`src/rtl/uart_reg_pkg.sv`:
```
// Shared types for the UART register-file port arbiter.
//   - FSM state encoding for uart_reg_arbiter
//   - requester command encodings (CMD_RD/CMD_WR/CMD_FAIL/CMD_ILL)
//   - default widths and the command -> register strobe decode
package uart_reg_pkg;

   localparam int unsigned DEF_NUM_REQ     = 2;
   localparam int unsigned DEF_ADDR_W      = 8;
   localparam int unsigned DEF_DATA_W      = 32;
   localparam int unsigned DEF_TIMEOUT_CYC = 16;
   localparam int unsigned CMD_W           = 2;

   typedef enum logic [1:0] {
      ST_ARB   = 2'd0,
      ST_ISSUE = 2'd1,
      ST_WAIT  = 2'd2,
      ST_RESP  = 2'd3
   } arb_state_t;

   typedef enum logic [1:0] {
      CMD_RD   = 2'b00,
      CMD_WR   = 2'b01,
      CMD_FAIL = 2'b10,
      CMD_ILL  = 2'b11
   } req_cmd_t;

   // Register-block command strobes, exactly one set per issued command
   typedef struct packed {
      logic state_r;
      logic state_w;
      logic state_fail;
   } reg_strobe_t;

   // Illegal commands are reported to the register block as a fail-report
   function automatic reg_strobe_t cmd_to_strobe(input logic [CMD_W-1:0] cmd);
      reg_strobe_t s;
      s = '0;
      case (cmd)
         CMD_RD:  s.state_r    = 1'b1;
         CMD_WR:  s.state_w    = 1'b1;
         default: s.state_fail = 1'b1;
      endcase
      return s;
   endfunction

endpackage

```
`src/rtl/uart_rr_arbiter.sv`:
```
// Combinational round-robin pick.
// Ports:
//   valid    in   NUM_REQ   pending requests
//   ptr      in   IDX_W     highest-priority index this round
//   grant_c  out  NUM_REQ   one-hot winner (0 when nothing valid)
//   idx_c    out  IDX_W     binary index of the winner
//   any_c    out  1         at least one request valid
module uart_rr_arbiter #(
   parameter int unsigned NUM_REQ = 2,
   parameter int unsigned IDX_W   = $clog2(NUM_REQ)
) (
   input  logic [NUM_REQ-1:0] valid,
   input  logic [IDX_W-1:0]   ptr,
   output logic [NUM_REQ-1:0] grant_c,
   output logic [IDX_W-1:0]   idx_c,
   output logic               any_c
);

   int unsigned cand;

   // Scan from ptr upward, wrapping; first valid candidate wins
   always_comb begin
      grant_c = '0;
      idx_c   = '0;
      any_c   = 1'b0;
      cand    = 0;
      for (int unsigned i = 0; i < NUM_REQ; i++) begin
         cand = 32'(ptr) + i;
         if (cand >= NUM_REQ) cand = cand - NUM_REQ;
         if (!any_c && valid[cand[IDX_W-1:0]]) begin
            any_c                      = 1'b1;
            idx_c                      = cand[IDX_W-1:0];
            grant_c[cand[IDX_W-1:0]]   = 1'b1;
         end
      end
   end

endmodule

```
`src/rtl/uart_reg_arbiter.sv`:
```
// Shares the single UART register-file port among NUM_REQ requesters.
// Round-robin grant, one START/DONE transaction at a time, response routed
// back to the winner. Optional WAIT timeout under `UART_ARB_TIMEOUT_EN.
// Ports:
//   CLK, RST                       clock, synchronous active-high reset
//   REQ_VALID/CMD/ADDR/DATA        per-requester request (packed, index 0 in LSBs)
//   REQ_READY                      one-cycle one-hot grant pulse
//   RSP_VALID/DATA/OK/ERR          one-cycle one-hot response to the winner
//   BUSY                           transaction in flight
//   REG_START, REG_STATE_R/W/FAIL  register-block strobes
//   REG_ADDR, REG_DATA_IN          register-block address/data (valid with START)
//   REG_DATA_OUT, REG_STATE_R_OUT, REG_OK, REG_FAIL_OUT, REG_DONE  register results
module uart_reg_arbiter
   import uart_reg_pkg::*;
#(
   parameter int unsigned NUM_REQ     = DEF_NUM_REQ,
   parameter int unsigned ADDR_W      = DEF_ADDR_W,
   parameter int unsigned DATA_W      = DEF_DATA_W,
   parameter int unsigned TIMEOUT_CYC = DEF_TIMEOUT_CYC
) (
   input  logic                      CLK,
   input  logic                      RST,
   input  logic [NUM_REQ-1:0]        REQ_VALID,
   input  logic [CMD_W*NUM_REQ-1:0]  REQ_CMD,
   input  logic [ADDR_W*NUM_REQ-1:0] REQ_ADDR,
   input  logic [DATA_W*NUM_REQ-1:0] REQ_DATA,
   output logic [NUM_REQ-1:0]        REQ_READY,
   output logic [NUM_REQ-1:0]        RSP_VALID,
   output logic [DATA_W-1:0]         RSP_DATA,
   output logic                      RSP_OK,
   output logic                      RSP_ERR,
   output logic                      BUSY,
   output logic                      REG_START,
   output logic                      REG_STATE_R,
   output logic                      REG_STATE_W,
   output logic                      REG_STATE_FAIL,
   output logic [ADDR_W-1:0]         REG_ADDR,
   output logic [DATA_W-1:0]         REG_DATA_IN,
   input  logic [DATA_W-1:0]         REG_DATA_OUT,
   input  logic                      REG_STATE_R_OUT,
   input  logic                      REG_OK,
   input  logic                      REG_FAIL_OUT,
   input  logic                      REG_DONE
);

   localparam int unsigned IDX_W = $clog2(NUM_REQ);

   arb_state_t          state;
   logic [IDX_W-1:0]    rr_ptr;
   logic [NUM_REQ-1:0]  owner;
   logic [CMD_W-1:0]    cmd_q;
   logic [ADDR_W-1:0]   addr_q;
   logic [DATA_W-1:0]   data_q;

   logic [NUM_REQ-1:0]  grant_c;
   logic [IDX_W-1:0]    idx_c;
   logic                any_c;
   logic [IDX_W-1:0]    ptr_next_c;
   logic [CMD_W-1:0]    sel_cmd_c;
   logic [ADDR_W-1:0]   sel_addr_c;
   logic [DATA_W-1:0]   sel_data_c;
   reg_strobe_t         strb_c;
   logic                rsp_err_c;
   logic                rsp_ok_c;
   logic [DATA_W-1:0]   rsp_data_c;

`ifdef UART_ARB_TIMEOUT_EN
   localparam int unsigned CNT_W = $clog2(TIMEOUT_CYC + 1);
   logic [CNT_W-1:0] to_cnt;
`else
   logic [31:0] unused_timeout_cyc;
   assign unused_timeout_cyc = 32'(TIMEOUT_CYC);
`endif

   uart_rr_arbiter #(
      .NUM_REQ (NUM_REQ),
      .IDX_W   (IDX_W)
   ) u_rr (
      .valid   (REQ_VALID),
      .ptr     (rr_ptr),
      .grant_c (grant_c),
      .idx_c   (idx_c),
      .any_c   (any_c)
   );

   // Pointer moves just past the winner
   assign ptr_next_c = (idx_c == IDX_W'(NUM_REQ - 1)) ? '0 : idx_c + IDX_W'(1);

   // Select the winner's request fields
   always_comb begin
      sel_cmd_c  = '0;
      sel_addr_c = '0;
      sel_data_c = '0;
      for (int unsigned i = 0; i < NUM_REQ; i++) begin
         if (grant_c[i]) begin
            sel_cmd_c  = REQ_CMD[i*CMD_W +: CMD_W];
            sel_addr_c = REQ_ADDR[i*ADDR_W +: ADDR_W];
            sel_data_c = REQ_DATA[i*DATA_W +: DATA_W];
         end
      end
   end

   assign strb_c = cmd_to_strobe(cmd_q);

   // Illegal commands only reach the register block as FAIL, so flag them here
   always_comb begin
      rsp_err_c  = REG_FAIL_OUT | (cmd_q == CMD_ILL);
      rsp_ok_c   = REG_OK & ~rsp_err_c;
      rsp_data_c = (REG_STATE_R_OUT && !rsp_err_c) ? REG_DATA_OUT : '0;
   end

   // Transaction sequencer; all strobes/responses default low each cycle
   always_ff @(posedge CLK) begin
      if (RST) begin
         state          <= ST_ARB;
         rr_ptr         <= '0;
         owner          <= '0;
         cmd_q          <= '0;
         addr_q         <= '0;
         data_q         <= '0;
         REQ_READY      <= '0;
         RSP_VALID      <= '0;
         RSP_DATA       <= '0;
         RSP_OK         <= 1'b0;
         RSP_ERR        <= 1'b0;
         BUSY           <= 1'b0;
         REG_START      <= 1'b0;
         REG_STATE_R    <= 1'b0;
         REG_STATE_W    <= 1'b0;
         REG_STATE_FAIL <= 1'b0;
         REG_ADDR       <= '0;
         REG_DATA_IN    <= '0;
`ifdef UART_ARB_TIMEOUT_EN
         to_cnt         <= '0;
`endif
      end else begin
         REQ_READY      <= '0;
         RSP_VALID      <= '0;
         RSP_DATA       <= '0;
         RSP_OK         <= 1'b0;
         RSP_ERR        <= 1'b0;
         REG_START      <= 1'b0;
         REG_STATE_R    <= 1'b0;
         REG_STATE_W    <= 1'b0;
         REG_STATE_FAIL <= 1'b0;
         REG_ADDR       <= '0;
         REG_DATA_IN    <= '0;
         case (state)
            ST_ARB: begin
               if (any_c) begin
                  REQ_READY <= grant_c;
                  owner     <= grant_c;
                  cmd_q     <= sel_cmd_c;
                  addr_q    <= sel_addr_c;
                  data_q    <= sel_data_c;
                  rr_ptr    <= ptr_next_c;
                  state     <= ST_ISSUE;
                  BUSY      <= 1'b1;
               end
            end
            ST_ISSUE: begin
               REG_START      <= 1'b1;
               REG_STATE_R    <= strb_c.state_r;
               REG_STATE_W    <= strb_c.state_w;
               REG_STATE_FAIL <= strb_c.state_fail;
               REG_ADDR       <= addr_q;
               REG_DATA_IN    <= data_q;
               state          <= ST_WAIT;
`ifdef UART_ARB_TIMEOUT_EN
               to_cnt         <= '0;
`endif
            end
            ST_WAIT: begin
               if (REG_DONE) begin
                  RSP_VALID <= owner;
                  RSP_DATA  <= rsp_data_c;
                  RSP_OK    <= rsp_ok_c;
                  RSP_ERR   <= rsp_err_c;
                  state     <= ST_RESP;
               end
`ifdef UART_ARB_TIMEOUT_EN
               else if (to_cnt == CNT_W'(TIMEOUT_CYC - 1)) begin
                  RSP_VALID <= owner;
                  RSP_ERR   <= 1'b1;
                  state     <= ST_RESP;
               end else begin
                  to_cnt <= to_cnt + CNT_W'(1);
               end
`endif
            end
            ST_RESP: begin
               state <= ST_ARB;
               BUSY  <= 1'b0;
            end
            default: begin
               state <= ST_ARB;
               BUSY  <= 1'b0;
            end
         endcase
      end
   end

endmodule

```
`config.mk`:
```
export PLATFORM = sky130hd
export DESIGN_NAME = uart_reg_arbiter
export DESIGN_NICKNAME = d
export VERILOG_FILES = /design/src/rtl/uart_reg_pkg.sv /design/src/rtl/uart_rr_arbiter.sv /design/src/rtl/uart_reg_arbiter.sv
export SDC_FILE = /design/constraint.sdc
export NUM_CORES = 1
export LEC_CHECK = 0
export BUFFER_PORTS_ARGS = -buffer_cell sky130_fd_sc_hd__buf_2
export CORE_UTILIZATION = 40
export CTS_BUF_LIST = sky130_fd_sc_hd__clkbuf_8 sky130_fd_sc_hd__clkbuf_16
export DETAILED_ROUTE_END_ITERATION = 8
export GPL_TIMING_DRIVEN = 0
export HOLD_SLACK_MARGIN = 0.1
export PLACE_DENSITY = 0.7
export SLEW_MARGIN = 30
export SYNTH_ARGS = -nofsm -noshare
export SYNTH_HDL_FRONTEND = slang
export SYNTH_SLANG_ARGS = --single-unit
```
`constraint.sdc`:
```
create_clock -name CLK -period 1.8 [get_ports CLK]
set_clock_uncertainty 0.2 [all_clocks]
set_input_delay 0.09 -clock CLK [delete_from_list [all_inputs] [get_ports CLK]]
set_output_delay 0.09 -clock CLK [all_outputs]
set_load 0.01 [all_outputs]
```
Word level (Yosys, flattened, before mapping)
Cells that the tools add are included.

operators by class
  add/sub/neg operators = 4
  mux-type cells = 32
  equality and inequality tests = 7
  bitwise logic cells = 10
  reduce and logical (&&, ||, !) cells = 17
  $lt $le $gt $ge = 6

operators by type and width
  kind                 count
  $mux 32              2
  $mux 1               18
  $mux 8               2
  $mux 2               6
  $pmux 2 s4           1
  $not 1->1            7
  $eq 2x2->1 const B   3
  $reduce_and 2->1     3
  $reduce_or 3->1      2
  $eq 2x1->1 const B   2
  $logic_and 1x1->1    4
  $logic_not 2->1      2
  $lt 1x2->1 const B   2
  $ne 2x2->1 const B   2
  $reduce_or 2->1      2
  $reduce_or 4->1      1
  $add 1x1->2 const B  1
  $demux 1 s1          2
  $ge 1x1->1 const B   2
  $ge 1x2->1 const B   1
  $ge 2x2->1 const B   1
  $logic_not 1->1      2
  $or 2x2->2           1
  $pmux 1 s2           1
  5 further kinds      6

storage, ports and cells
  flip-flop bits (word level) = 130
  output and inout port bits = 83
  word-level logic and storage cells = 94
  input bits = 124

Depth between registers and ports, before layout
Gate-level depths: netlist of run 1.

  depth in word-level cells = 11
  depth in mapped cells = 8
  depth with buffers taken out = 5

Hierarchy
A second synthesis of run 1 with hierarchy kept.

second synthesis, totals
  cell total of the unflattened synthesis = 410
  area, all modules = 4,559.4 um^2

modules (own cells, without submodules)
  module            area an instance (um^2)  sequential area each (um^2)  cells each  instances
  uart_reg_arbiter  4,526.8                  2,602.5                      405         1
  uart_rr_arbiter   32.5                     0.0                          5           1

Worst setup path after synthesis of run 1
Ideal clock, no wire load.

  path kind = register -> register
  start = register state[0]
  end = register addr_q[0]
  setup time = 0.070 ns
  arrival = 1.337 ns
  cell stages (with the launch flop) = 9
  buffers on the path = 3
  clock period less this slack = 1.607 ns
  data required time = 1.530 ns
  path slack = 0.193 ns
  cells stage by stage = dfxtp_1 -> inv_1 -> ha_1 -> buf_2 -> o21ai_2 -> and2_1 -> buf_2 -> buf_6 -> o2bb2ai_1

between the ends
  longest elaborated chain between the ends = 2

RTL lines
  what                        line                     text
  from (decl)                 uart_reg_arbiter.sv:48   arb_state_t state;
  from (signal assigned)      uart_reg_arbiter.sv:115  state <= ST_ARB;
  from (signal assigned)      uart_reg_arbiter.sv:157  state <= ST_ISSUE;
  from (signal assigned)      uart_reg_arbiter.sv:168  state <= ST_WAIT;
  $logic_not 2->1             uart_reg_arbiter.sv:148  case (state)
  $reduce_and 2->1 (no line)  n/a
  to (signal assigned)        uart_reg_arbiter.sv:154  addr_q <= sel_addr_c;
  to (decl)                   uart_reg_arbiter.sv:52   logic [ADDR_W-1:0] addr_q;

Every way passes these cells.
A chain may end at the register's enable or synchronous reset.

Final worst setup path of run 1
  start = register state[0]
  end = register data_q[22]

between the ends
  longest elaborated chain between the ends = 2

RTL lines
  what                        line                     text
  $logic_not 2->1             uart_reg_arbiter.sv:148
  $reduce_and 2->1 (no line)  n/a
  to (signal assigned)        uart_reg_arbiter.sv:155  data_q <= sel_data_c;
  to (decl)                   uart_reg_arbiter.sv:53   logic [DATA_W-1:0] data_q;

Every way passes these cells.

==> run summary, run 1 <==
The share of synthesized registers carrying an async set or reset came out at 0%. The worst hold path belongs to the class in -> reg. The number of hold violations in the final report is 0. Compared with the post-synthesis result, the final layout area differs by 71.36%. The depth of the CTS H-tree came out at 4. The die is around 110 um wide. The adder-cell area share of the yosys netlist came out at 1.130%. The die is 107.2 um tall. The synthesized-area fraction occupied by and/or/nand/nor cells came out at 14.63%. The final period demand of the worst path is roughly 1700 ps. The worst slew margin relative to its limit is 78.04%.

The total number of clock tree sinks is 130. Setup repair after global routing left no endpoint under its margin. The worst hold path begins at REG_DATA_OUT[17].

The number of global-route vias before repair is 4328. The antenna diode count is 0. The cell internal power dissipation came out at roughly 6.4 mW. At the end of routability-driven placement, the weighted congestion stood at 0.7364. Across the run, the number of max-cap violations was 0. The number of setup violations in the final report came out at 0. The endpoint type of the worst setup path is a flip-flop. The mean routed wirelength per cell is about 16 um.

The aggregate global-route resource usage came out at 24.52%. The number of design rule violations left after detail routing came out at 0. The total count of max-transition violations in the final report is 0.

The launch point of the worst reg-to-reg path is state[0]$_SDFFE_PP0P_. The total wirelength of the detailed-routed design is 14120 um. The proportion of layout cells with a drive suffix above 1 came out at 42.32%. The flow ran to the end, and the final reports show no timing, DRC or antenna violations. The largest net degree at the start of global routing is 17.

The critical path starts at state[0]$_SDFFE_PP0P_. The register area share after synthesis came out at 58.74%. The insertion delay to the later sink of the worst-skew pair came out at between 500 and 600 ps.

The number of placed I/O pins came out at 207. The top achievable clock speed is 578.4 MHz. For this run, the leading register cell type out of synthesis is sky130_fd_sc_hd__dfxtp_1. Of the total power, registers draw 39.3%. Global routing finished with a remaining overflow of 0. The routed layout has 4206 vias. Summing the areas of all compound-gate instances in the mapped netlist gives 18.92% of the synthesized area. The count of flip-flops with a built-in enable after synthesis came out at 0. The xor-xnor portion of the synthesized cell area came out at 0%. Detailed placement ended at an HPWL of about 7800 um. The number of standard-cell rows in the floorplan is 38. Per report_power, the combinational group accounts for 23.0% of the total. The first-pass iteration count of the detailed router came out at 4.

The number of violations reported at the end of detailed-routing iteration 0 came out at 245. The startpoint type of the worst setup path is a flip-flop. Port buffering added 206 buffers.

The average instance in the mapped netlist occupies 12.27 sq um. After synthesis the netlist holds a flip-flop and latch count of 130. Measured against the total synthesized area, the mux share comes to less than 1%. The maximum ir drop on the vdd rail is 0.5801 mV. The post-synthesis cell area is 4430 sq um.

During synthesis, Yosys emitted a total of 0 warnings. By area, the combinational part of the netlist is dominated by compound AO/OA/AOI/OAI gates. In this run the standard cell core region covers roughly 11000 sq um. Summed over all failing endpoints, the final setup total negative slack is 0 ps.

The analysis attributes to net switching a power of 2.287 mW. The critical path data arrival time came out at 1960 ps. The initial core utilization came out at 41.05%.

The cell count after synthesis is around 360. The largest fanout of any net on the critical path came out at 8. The clock network is responsible for 37.7% of the overall power. For this design the ratio of total power to cell area is 1143 nW/um^2. The die covers 11500 sq um. The fraction of power spent switching nets is 26.37%.

Data on the critical path is required at its endpoint by 2030 ps. The final cycle utilization of the critical path came out at 96.04%. The tree is rooted in a sky130_fd_sc_hd__clkbuf_8. The net count after synthesis came out at 489. The class of the most critical setup path is reg -> reg. The number of nets with antenna violations after routing is 0.

The leakage power total came out at between 3 and 4 nW. Clock tree synthesis inserted a total of 17 buffers. No sink is reached through more buffers than the 2 on the longest clock path. The wire length of the first global-routing pass came out at 21310 um.

TritonCTS built the clock tree. For the pin with the worst max-slew slack, the measured transition is 329.3 ps. The final layout net count came out at 842. For this run, the number of standard cells in the final layout without fillers is 863. The instance count after placement with tap cells included is 707. The detail-routed via count per cell came out at between 4 and 5. Counting distinct cell types in the post-synthesis netlist gives 32.

After clock tree synthesis, the clock-pin slew on the worst setup and hold paths is 60 ps. The number of antenna violations at the first check in global routing was 0.
==> sequential cells by signal, indices dropped and copies added (netlist names), named ones only <==
| signal | flops |
|---|---|
| REG_STATE_R | 1 |
| REG_ADDR | 8 |
| state | 2 |
| RSP_OK | 1 |
| BUSY | 1 |
| REG_STATE_W | 1 |
| cmd_q | 2 |
| REQ_READY | 2 |
| REG_DATA_IN | 32 |
| REG_START | 1 |
| owner | 2 |
| RSP_ERR | 1 |
| data_q | 32 |
| REG_STATE_FAIL | 1 |
| RSP_DATA | 32 |
| RSP_VALID | 2 |
| addr_q | 8 |
==> final cells by class <==
class,instances,area [sq um]
sequential,130,2605
clock buffer,22,483.0
buffer,32,331.6
fill,722,3201
inverter,4,15.01
clock inverter,6,81.33
tap,140,175.2
timing repair buffer,334,2352
multi-input combinational,195,1549
==> timing repair <==
action                                  4_1_cts  5_1_grt
resized for setup                             7       18
hold buffers                                123        0
endpoints found under the setup margin       41       53
buffers inserted                              0        2
pin swaps                                     0        1
cloned                                        0        3
hold endpoints to repair                     88        0
==> worst paths after layout <==
| kind | depth (start not counted) | slack (ps) | end |
|---|---|---|---|
| max reg2reg | 8 | 70 | data_q[22]$_SDFFE_PP0P_ |
| min | 3 | 130 | RSP_DATA[17]$_SDFF_PP0_ |
| max | 8 | 70 | data_q[22]$_SDFFE_PP0P_ |
| min reg2reg | 1 | 250 | REG_DATA_IN[3]$_SDFF_PP0_ |
==> power by group through the flow <==
stage          sequential [mW]  clock (mW)  combinational, mW
6_report                  3.41        3.27               2.00
5_1_grt                   3.45        3.47               2.15
4_1_cts                   3.40        3.30               1.71
3_5_place_dp              3.45           0               1.46
3_3_place_gp              3.43           0               1.41
2_1_floorplan             3.46           0              0.903
==> synthesized netlist by cell type, types with 2 or more instances <==
library cell | instances | area [sq um]
sky130_fd_sc_hd__dfxtp_1 | 130 | 2603
sky130_fd_sc_hd__clkbuf_1 | 3 | 11.26
sky130_fd_sc_hd__a21oi_1 | 3 | 15.01
sky130_fd_sc_hd__o2bb2ai_1 | 42 | 367.9
sky130_fd_sc_hd__and2_4 | 30 | 262.8
sky130_fd_sc_hd__buf_8 | 3 | 45.04
sky130_fd_sc_hd__ha_1 | 4 | 50.05
sky130_fd_sc_hd__and2_1 | 46 | 287.8
sky130_fd_sc_hd__inv_1 | 3 | 11.26
sky130_fd_sc_hd__nor2b_1 | 2 | 12.51
sky130_fd_sc_hd__nor2_1 | 3 | 11.26
sky130_fd_sc_hd__buf_2 | 12 | 60.06
sky130_fd_sc_hd__a32oi_1 | 43 | 376.6
sky130_fd_sc_hd__nand2_1 | 6 | 22.52
sky130_fd_sc_hd__nand2b_1 | 2 | 12.51
sky130_fd_sc_hd__buf_6 | 12 | 135.1
sky130_fd_sc_hd__buf_4 | 2 | 15.01
==> cell usage in the layout, fill, tap and decap left out, types with 2 or more instances in the layout <==
| cell type | Yosys | final |
|---|---|---|
| sky130_fd_sc_hd__a32oi_1 | 43 | 43 |
| sky130_fd_sc_hd__buf_2 | 12 | 211 |
| sky130_fd_sc_hd__dfxtp_2 | 0 | 2 |
| sky130_fd_sc_hd__nand2_1 | 6 | 6 |
| sky130_fd_sc_hd__buf_6 | 12 | 13 |
| sky130_fd_sc_hd__dfxtp_1 | 130 | 128 |
| sky130_fd_sc_hd__o2bb2ai_1 | 42 | 42 |
| sky130_fd_sc_hd__a21oi_1 | 3 | 3 |
| sky130_fd_sc_hd__clkinv_2 | 0 | 2 |
| sky130_fd_sc_hd__and2_1 | 46 | 45 |
| sky130_fd_sc_hd__clkbuf_8 | 0 | 6 |
| sky130_fd_sc_hd__buf_8 | 3 | 7 |
| sky130_fd_sc_hd__ha_1 | 4 | 4 |
| sky130_fd_sc_hd__nor2b_1 | 2 | 2 |
| sky130_fd_sc_hd__nand2b_1 | 2 | 2 |
| sky130_fd_sc_hd__buf_4 | 2 | 5 |
| sky130_fd_sc_hd__clkbuf_16 | 0 | 19 |
| sky130_fd_sc_hd__inv_1 | 3 | 4 |
| sky130_fd_sc_hd__clkbuf_1 | 3 | 2 |
| sky130_fd_sc_hd__dlygate4sd3_1 | 0 | 123 |
| sky130_fd_sc_hd__nor2_1 | 3 | 3 |
| sky130_fd_sc_hd__and2_4 | 30 | 31 |
| sky130_fd_sc_hd__bufinv_16 | 0 | 2 |
==> metal layers <==
metal / GRT usage [%] / vias to the layer above / routed length, um / part of all wire [%]
met4: 14.09 / 0 / 456 / 3.2
li1: - / 2015 / - / -
met5: 0 / - / 0 / 0
met1: 26.69 / 1965 / 5573 / 39
met2: 42.81 / 185 / 7282 / 52
met3: 6.565 / 41 / 807 / 5.7
==> critical path: stages (launching register included) <==
cell	delay, ps
sky130_fd_sc_hd__dfxtp_2	350
sky130_fd_sc_hd__inv_1	60
sky130_fd_sc_hd__ha_1	190
sky130_fd_sc_hd__buf_4	160
sky130_fd_sc_hd__o21ai_2	70
sky130_fd_sc_hd__and2_4	200
sky130_fd_sc_hd__buf_12	140
sky130_fd_sc_hd__buf_8	120
sky130_fd_sc_hd__o2bb2ai_1	140
==> logic make-up (layout without fill, tap and decap cells) <==
logic type               count (synthesis)  count (layout)
AO/OA/AOI/OAI                           96              96
multiplexers                             1               1
flip-flops                             130             130
buffers and inverters                   36             398
adder cells (fa/ha/maj)                  4               4
AND/OR/NAND/NOR                         94              94
==> stage by stage <==
| stage | area, sq um | setup slack [ps] | power (mW) | hold WS (ps) | utilization, % |
|---|---|---|---|---|---|
| 2_1_floorplan | 4431 | 192.6 | 4.363 | -37.62 | - |
| 3_3_place_gp | 5637 | -37.81 | 4.847 | 98.37 | 52.23 |
| 3_5_place_dp | 5637 | -93.60 | 4.910 | 102.8 | 52.23 |
| 4_1_cts | 7448 | 1.449 | 8.405 | 104.4 | 69.01 |
| 5_1_grt | 7592 | 8.426 | 9.068 | 120.1 | 70.35 |
| 6_report | 7592 | 71.21 | 8.675 | 130.1 | 70.35 |
No activity file was read; power rests on OpenSTA's default activity.
==> inputs of run 2 (changes only) <==
--- a/config.mk
+++ b/config.mk
@@ -6,12 +6,13 @@
 export NUM_CORES = 1
 export LEC_CHECK = 0
 export BUFFER_PORTS_ARGS = -buffer_cell sky130_fd_sc_hd__buf_2
-export CORE_UTILIZATION = 40
+export CORE_ASPECT_RATIO = 1.2
+export CORE_UTILIZATION = 46
 export CTS_BUF_LIST = sky130_fd_sc_hd__clkbuf_8 sky130_fd_sc_hd__clkbuf_16
 export DETAILED_ROUTE_END_ITERATION = 8
 export GPL_TIMING_DRIVEN = 0
 export HOLD_SLACK_MARGIN = 0.1
-export PLACE_DENSITY = 0.7
+export PLACE_DENSITY = 0.79
 export SLEW_MARGIN = 30
 export SYNTH_ARGS = -nofsm -noshare
 export SYNTH_HDL_FRONTEND = slang
==> run 2 against run 1 <==
  * Via count increased by 5.1%
  * Critical path depth unchanged
  * Sequential power about the same
  * Flip-flop and latch count unchanged
  * Register-to-register slack got worse by 20 ps
  * Clock power increased by 16%
  * Critical path type unchanged
  * Largest cell class is now sequential cells
  * Largest power group is now clock
==> run summary, run 2 (synthesis gave the netlist of run 1 again) <==
The run finished with clean final reports. The layout overhead on the synthesized area is 71.25%. The number of hold violations in the final report is 0. The wire length of the first global-routing pass came out at 24660 um. In this run the remaining antenna-violating nets after routing total 0.

The post-CTS clock slew at the launch and capture registers of the worst setup and hold paths came out at 60 ps. The critical path is of the reg -> reg type. The core area came out at 9176 sq um. The final route contains roughly 4400 vias. The number of global-route vias before repair came out at around 4800. The library cell used most frequently in the layout, excluding fill and tap cells, is sky130_fd_sc_hd__buf_2.

The post-placement cell area came out at 5612 sq um. For this design the top-level I/O count stands at 207. The proportion of layout cells with a drive suffix above 1 came out at 42.66%. The total congestion overflow after global routing is 0. TritonCTS built the clock tree.

The largest net degree at the start of global routing is 17. The final cycle utilization of the critical path came out at between 90% and 100%. The total met3 wirelength after detailed routing is 861 um. The initial core utilization came out at between 40% and 50%. The worst slew margin relative to its limit came out at 73.11%.

The height of the die came out at 109.5 um. In the layout the commonest cells are sky130_fd_sc_hd__buf_2 (211), sky130_fd_sc_hd__dfxtp_1 (128), sky130_fd_sc_hd__dlygate4sd3_1 (123). Setup repair after global routing could not meet its margin everywhere.

The die area came out at 10030 sq um. The design draws 9.143 mW. The count of buffers added on input and output ports is 206. The worst hold path belongs to the class in -> reg.

In the routed design, unresolved DRC markers number 0. The total clock buffers created by CTS came out at 17. The top achievable clock speed came out at approximately 570 MHz. The number of standard-cell rows in the floorplan came out at 38. The largest registers in the layout are REG_DATA_IN (32), RSP_DATA (32), data_q (32). The data required time of the worst path came out at 1980 ps.

The power density of the placed cells is 1205 nW/um^2. The number of antenna violations at the first check in global routing is 0. The routed design uses 9414 um of met2 wire. The transition time at the pin with the least slew margin is 403.3 ps.

Wires add up to 16790 um. The total count of max-transition violations in the final report is 0. The number of max-capacitance violations reported is 0. Across the VDD grid, the largest voltage drop is 0.7935 mV.

The first routing iteration left between 150 and 200 violations. The post-detailed-placement half-perimeter wirelength came out at 8126 um. The number of buffers between clock root and the deepest sink is 2. The library cell used as clock root buffer is sky130_fd_sc_hd__clkbuf_8. The setup fix buffers added after clock tree synthesis is 0. The detail-routed via count per cell is 5.244. The highest layer touched by signal routing is met4. The aggregate global-route resource usage is 33.13%. The finished cells cover 7587 sq um. The startpoint type of the worst setup path is a flip-flop. Along the worst path, the maximum fanout reaches 10. At the worst endpoint, the arrival time is between 1500 and 2000 ps.

The leakage power total is around 3.5 nW. The number of setup violations in the final report is 0. The total number of clock tree sinks is 130. The mean routed wirelength per cell is roughly 20 um.

For the worst-skew pair, the clock arrives at the later sink with an insertion delay of 510 ps. For this run, the detailed router's first-pass iteration total came to 4. The post-route worst hold slack is roughly 130 ps.

The placer congestion estimate is 0.7816. The depth of the CTS H-tree came out at 4. The met1 wire length is 5735 um.

The final period demand of the worst path is 1750 ps. The final layout net count is 837. From left edge to right edge, the die measures ~92 um. The worst setup path is captured at a flip-flop.
-- run 2: critical path, stage by stage, from the launching register on --
cell and delay (ps):
sky130_fd_sc_hd__dfxtp_4 350, sky130_fd_sc_hd__inv_1 80, sky130_fd_sc_hd__ha_1 150, sky130_fd_sc_hd__clkbuf_4 180, sky130_fd_sc_hd__o21ai_2 80, sky130_fd_sc_hd__and2_4 160, sky130_fd_sc_hd__buf_8 140, sky130_fd_sc_hd__buf_8 140
sky130_fd_sc_hd__o2bb2ai_2 130
-- run 2: worst paths after layout --
path | startpoint | slack (ps) | end | cells past startpoint
setup / recovery | state[0]$_SDFFE_PP0P_ | 50 | data_q[15]$_SDFFE_PP0P_ | 8
hold / removal | REG_DATA_OUT[0] | 130 | RSP_DATA[0]$_SDFF_PP0_ | 3
setup reg to reg | state[0]$_SDFFE_PP0P_ | 50 | data_q[15]$_SDFFE_PP0P_ | 8
hold reg to reg | data_q[23]$_SDFFE_PP0P_ | 250 | data_q[23]$_SDFFE_PP0P_ | 1
-- run 2: cell type report --
class	instances	area [sq um]
Fill cell	485	1589
Timing Repair Buffer	329	2262
Multi-Input combinational cell	195	1562
Clock buffer	20	455.4
Tap cell	120	150.1
Antenna cell	1	2.502
Inverter	4	15.01
Clock inverter	12	202.7
Sequential cell	130	2608
Buffer	32	330.3
-- run 2: repair_timing --
item | 4_1_cts | 5_1_grt
endpoints found under the hold margin | 88 | 0
endpoints found under the setup margin | 41 | 44
resized for setup | 8 | 19
hold buffers | 123 | 0
-- run 2: per-layer routing --
| layer | global-route usage (%) | up-vias |
|---|---|---|
| li1 | - | 2011 |
| met1 | 31.42 | 2130 |
| met2 | 63.96 | 213 |
| met3 | 7.884 | 67 |
| met4 | 21.09 | 0 |
| met5 | 0 | - |
-- run 2: through the flow --
step / instances / setup slack (ps) / util, % / setup TNS, ps
after CTS: 842 / 33.31 / 81.93 / 0
final: 843 / 49.72 / 82.68 / 0
after global routing: 842 / -27.44 / 82.66 / -174.9
after detailed placement: 687 / -84.48 / 61.15 / -2399
after floorplan: 361 / 192.6 / - / 0
after global placement: 687 / -25.45 / 61.15 / -570.8
-- run 2: where the power goes --
part	internal [mW]	switching, mW
logic	0.927	0.982
registers	3.24	0.202
clock network	2.50	1.29
total	6.67	2.47
==> inputs of run 3 (changes only) <==
--- a/config.mk
+++ b/config.mk
@@ -6,13 +6,15 @@
 export NUM_CORES = 1
 export LEC_CHECK = 0
 export BUFFER_PORTS_ARGS = -buffer_cell sky130_fd_sc_hd__buf_2
+export CELL_PAD_IN_SITES_DETAIL_PLACEMENT = 0
+export CELL_PAD_IN_SITES_GLOBAL_PLACEMENT = 1
 export CORE_ASPECT_RATIO = 1.2
-export CORE_UTILIZATION = 46
+export CORE_UTILIZATION = 35
 export CTS_BUF_LIST = sky130_fd_sc_hd__clkbuf_8 sky130_fd_sc_hd__clkbuf_16
 export DETAILED_ROUTE_END_ITERATION = 8
 export GPL_TIMING_DRIVEN = 0
 export HOLD_SLACK_MARGIN = 0.1
-export PLACE_DENSITY = 0.79
+export PLACE_DENSITY_LB_ADDON = 0.1
 export SLEW_MARGIN = 30
 export SYNTH_ARGS = -nofsm -noshare
 export SYNTH_HDL_FRONTEND = slang
==> run 3 against run 2 <==
  * Flip-flop and latch count did not move
  * Total power fell by 3.1%
  * Worst hold slack improved by 100 ps
  * Setup slack improved by 6.9 ps
==> run summary, run 3 (synthesis gave the netlist of run 1 again) <==
For this configuration, the core starts out at a cell density of 36.25%. The final cycle utilization of the critical path is 96.86%. The mean routed wirelength per cell is 14.73 um. The total via count in the routed design came out at 4065. The number of buffers and inverters on the critical path is 4.

The total number of clock tree sinks came out at 130. The run finished with clean final reports. The height of the die is 125.3 um. The number of nets with antenna violations after routing came out at 0. The register area is around 2600 sq um. CTS built an H-tree with a depth of 4. Setup violations remaining at the end of the flow were counted as 0. In this run the post-CTS setup repair buffer count came out at 0.

The signal on the critical path passes through inv_1 > ha_1 > buf_2 > o21ai_2 > and2_1 > buf_4 > buf_8 > o2bb2ai_1. The tightest min-delay check is of the in -> reg type. The library cells used most frequently in the layout, excluding fill and tap cells, are sky130_fd_sc_hd__buf_2 (212), sky130_fd_sc_hd__dfxtp_1 (128), sky130_fd_sc_hd__dlygate4sd3_1 (126). From synthesis to final layout, the design area changed by 71.67%.

The number of design rule violations left after detail routing is 0. Power spread over the standard cell area amounts to 1165 nW/um^2. The antenna diode count is 0. Port buffering added roughly 210 buffers. IR analysis of the VDD net gives a maximum drop of 0.6395 mV. The total wirelength of the detailed-routed design came out at 13050 um.

The largest registers in the layout are REG_DATA_IN (32), RSP_DATA (32), data_q (32). The total power of the final layout came out at 8.857 mW. The insertion delay to the later sink of the worst-skew pair is 410 ps. In this run the clock root is driven by a sky130_fd_sc_hd__clkbuf_16. After routing, the total negative slack on setup checks comes to 0 ps.

The post-layout utilization of the core came out at 62.23%. The number of global-route vias before repair is 4252. The post-CTS clock slew at the launch and capture registers of the worst setup and hold paths came out at 60 ps. Leaving out fill and tap cells, the most frequent cell in the layout is sky130_fd_sc_hd__buf_2. Setup repair after global routing left no endpoint under its margin. The congestion estimate from routability-driven global placement came to 0.7163. After global routing the overflow that remains totals 0. The number of hold violations in the final report is 0. The first detailed-routing pass took 4 iterations. At the worst endpoint, the required time is around 1900 ps. The worst setup path is captured at a flip-flop. The number of cells on the worst reg-to-reg path came out at 8. The number of buffers between clock root and the deepest sink came out at 2. The largest fanout of any net on the critical path came out at 10.

The final layout net count came out at 840. The transition time at the pin with the least slew margin is 365.1 ps. The die area came out at 13110 sq um. The maximum cell stage delay along the critical path came out at 330 ps. The leakage power total came out at between 3 and 4 nW.

The worst setup path is launched from a flip-flop. The aggregate global-route resource usage is 20.14%. The largest net degree at the start of global routing is 17. The die extent in x is 104.7 um. Summing all multi-input logic gate instances after layout gives 1546 sq um. The count of cell instances traversed by the critical path came out at 8. Counting the fill cells in the layout gives 1018.

The core area came out at 12220 sq um. The first global-routing pass estimated 20630 um of wire. The number of antenna violations at the first check in global routing is 0. The number of violations reported at the end of detailed-routing iteration 0 came out at 171. For this design the top-level I/O count stands at 207. The number of standard-cell rows in the floorplan is 44. In the final layout, the share of cells above drive strength 1 is 41.66%. The post-detailed-placement half-perimeter wirelength came out at 8162 um.

The critical path data arrival time is 1830 ps. The CTS tree is done. After detailed routing, the number of vias per cell comes to 4.588. Buffers inserted during clock tree synthesis total 17. The total count of max-transition violations in the final report is 0. Based on the critical path, the design can be clocked at up to roughly 570 MHz. The tool flagged a number of max-cap violations equal to 0. The largest individual stage delay along the critical path comes from the cell sky130_fd_sc_hd__dfxtp_2. Counting instances, the worst hold path has a depth of 3. The critical path is of the reg -> reg type. The post-route worst hold slack came out at 233.7 ps.

The worst slew margin relative to its limit came out at 75.66%. The kind of cell with the highest combined delay along the critical path is buffers and inverters. The smallest clock period supported by the final layout is computed as 1743 ps.
==> run 3: timing repair <==
action | in CTS | in global routing
gates resized for setup | 7 | 7
endpoints found under the setup margin | 41 | 41
hold buffers | 125 | 1
endpoints found under the hold margin | 87 | 7
pin swaps | 0 | 0
==> run 3: power breakdown <==
group          switching (mW)  leakage, nW  internal, mW
logic                   0.890         2.14         0.897
clock network            1.23        0.312          2.45
registers               0.160         1.06          3.23
==> run 3: path summary, 6_finish.rpt <==
path	start	endpoint	slack (ps)
worst max-delay path	state[0]$_SDFFE_PP0P_	addr_q[3]$_SDFFE_PP0P_	60
worst min-delay path	REG_DATA_OUT[15]	RSP_DATA[15]$_SDFF_PP0_	230
worst max register to register	state[0]$_SDFFE_PP0P_	addr_q[3]$_SDFFE_PP0P_	60
worst min register to register	owner[0]$_SDFFE_PP0P_	owner[0]$_SDFFE_PP0P_	250
==> run 3: through the flow <==
stage                     cell area (sq um)  instances  worst slack [ps]
after CTS                              7575        885            -4.335
after global routing                   7606        886             2.721
after global placement                 5663        728            -54.44
after detailed placement               5663        728            -123.1
after floorplan                        4431        361             192.6
final                                  7606        886             56.58
==> run 3: final cells by class <==
cell class	instances	share of cell area, %
timing repair buffer	332	30.14
clock buffer	17	5.593
inverter	4	0.1974
clock inverter	15	2.846
sequential	130	34.25
buffer	32	3.997
multi-input combinational	195	20.33
tap	161	2.648
==> run 3: worst min-delay path, delay by kind of cell <==
kind	cells	cell delay (ps)
buffers and inverters	2	610
AND/OR/NAND/NOR	1	110
==> run 3: routing by layer <==
layer / global-route usage (%) / vias to the layer above / part of all wire, %
met5: 0 / - / 0
met4: 5.800 / 0 / 0.97
met3: 6.361 / 13 / 6.0
met2: 36.35 / 143 / 51
met1: 22.58 / 1891 / 42
li1: - / 2018 / -
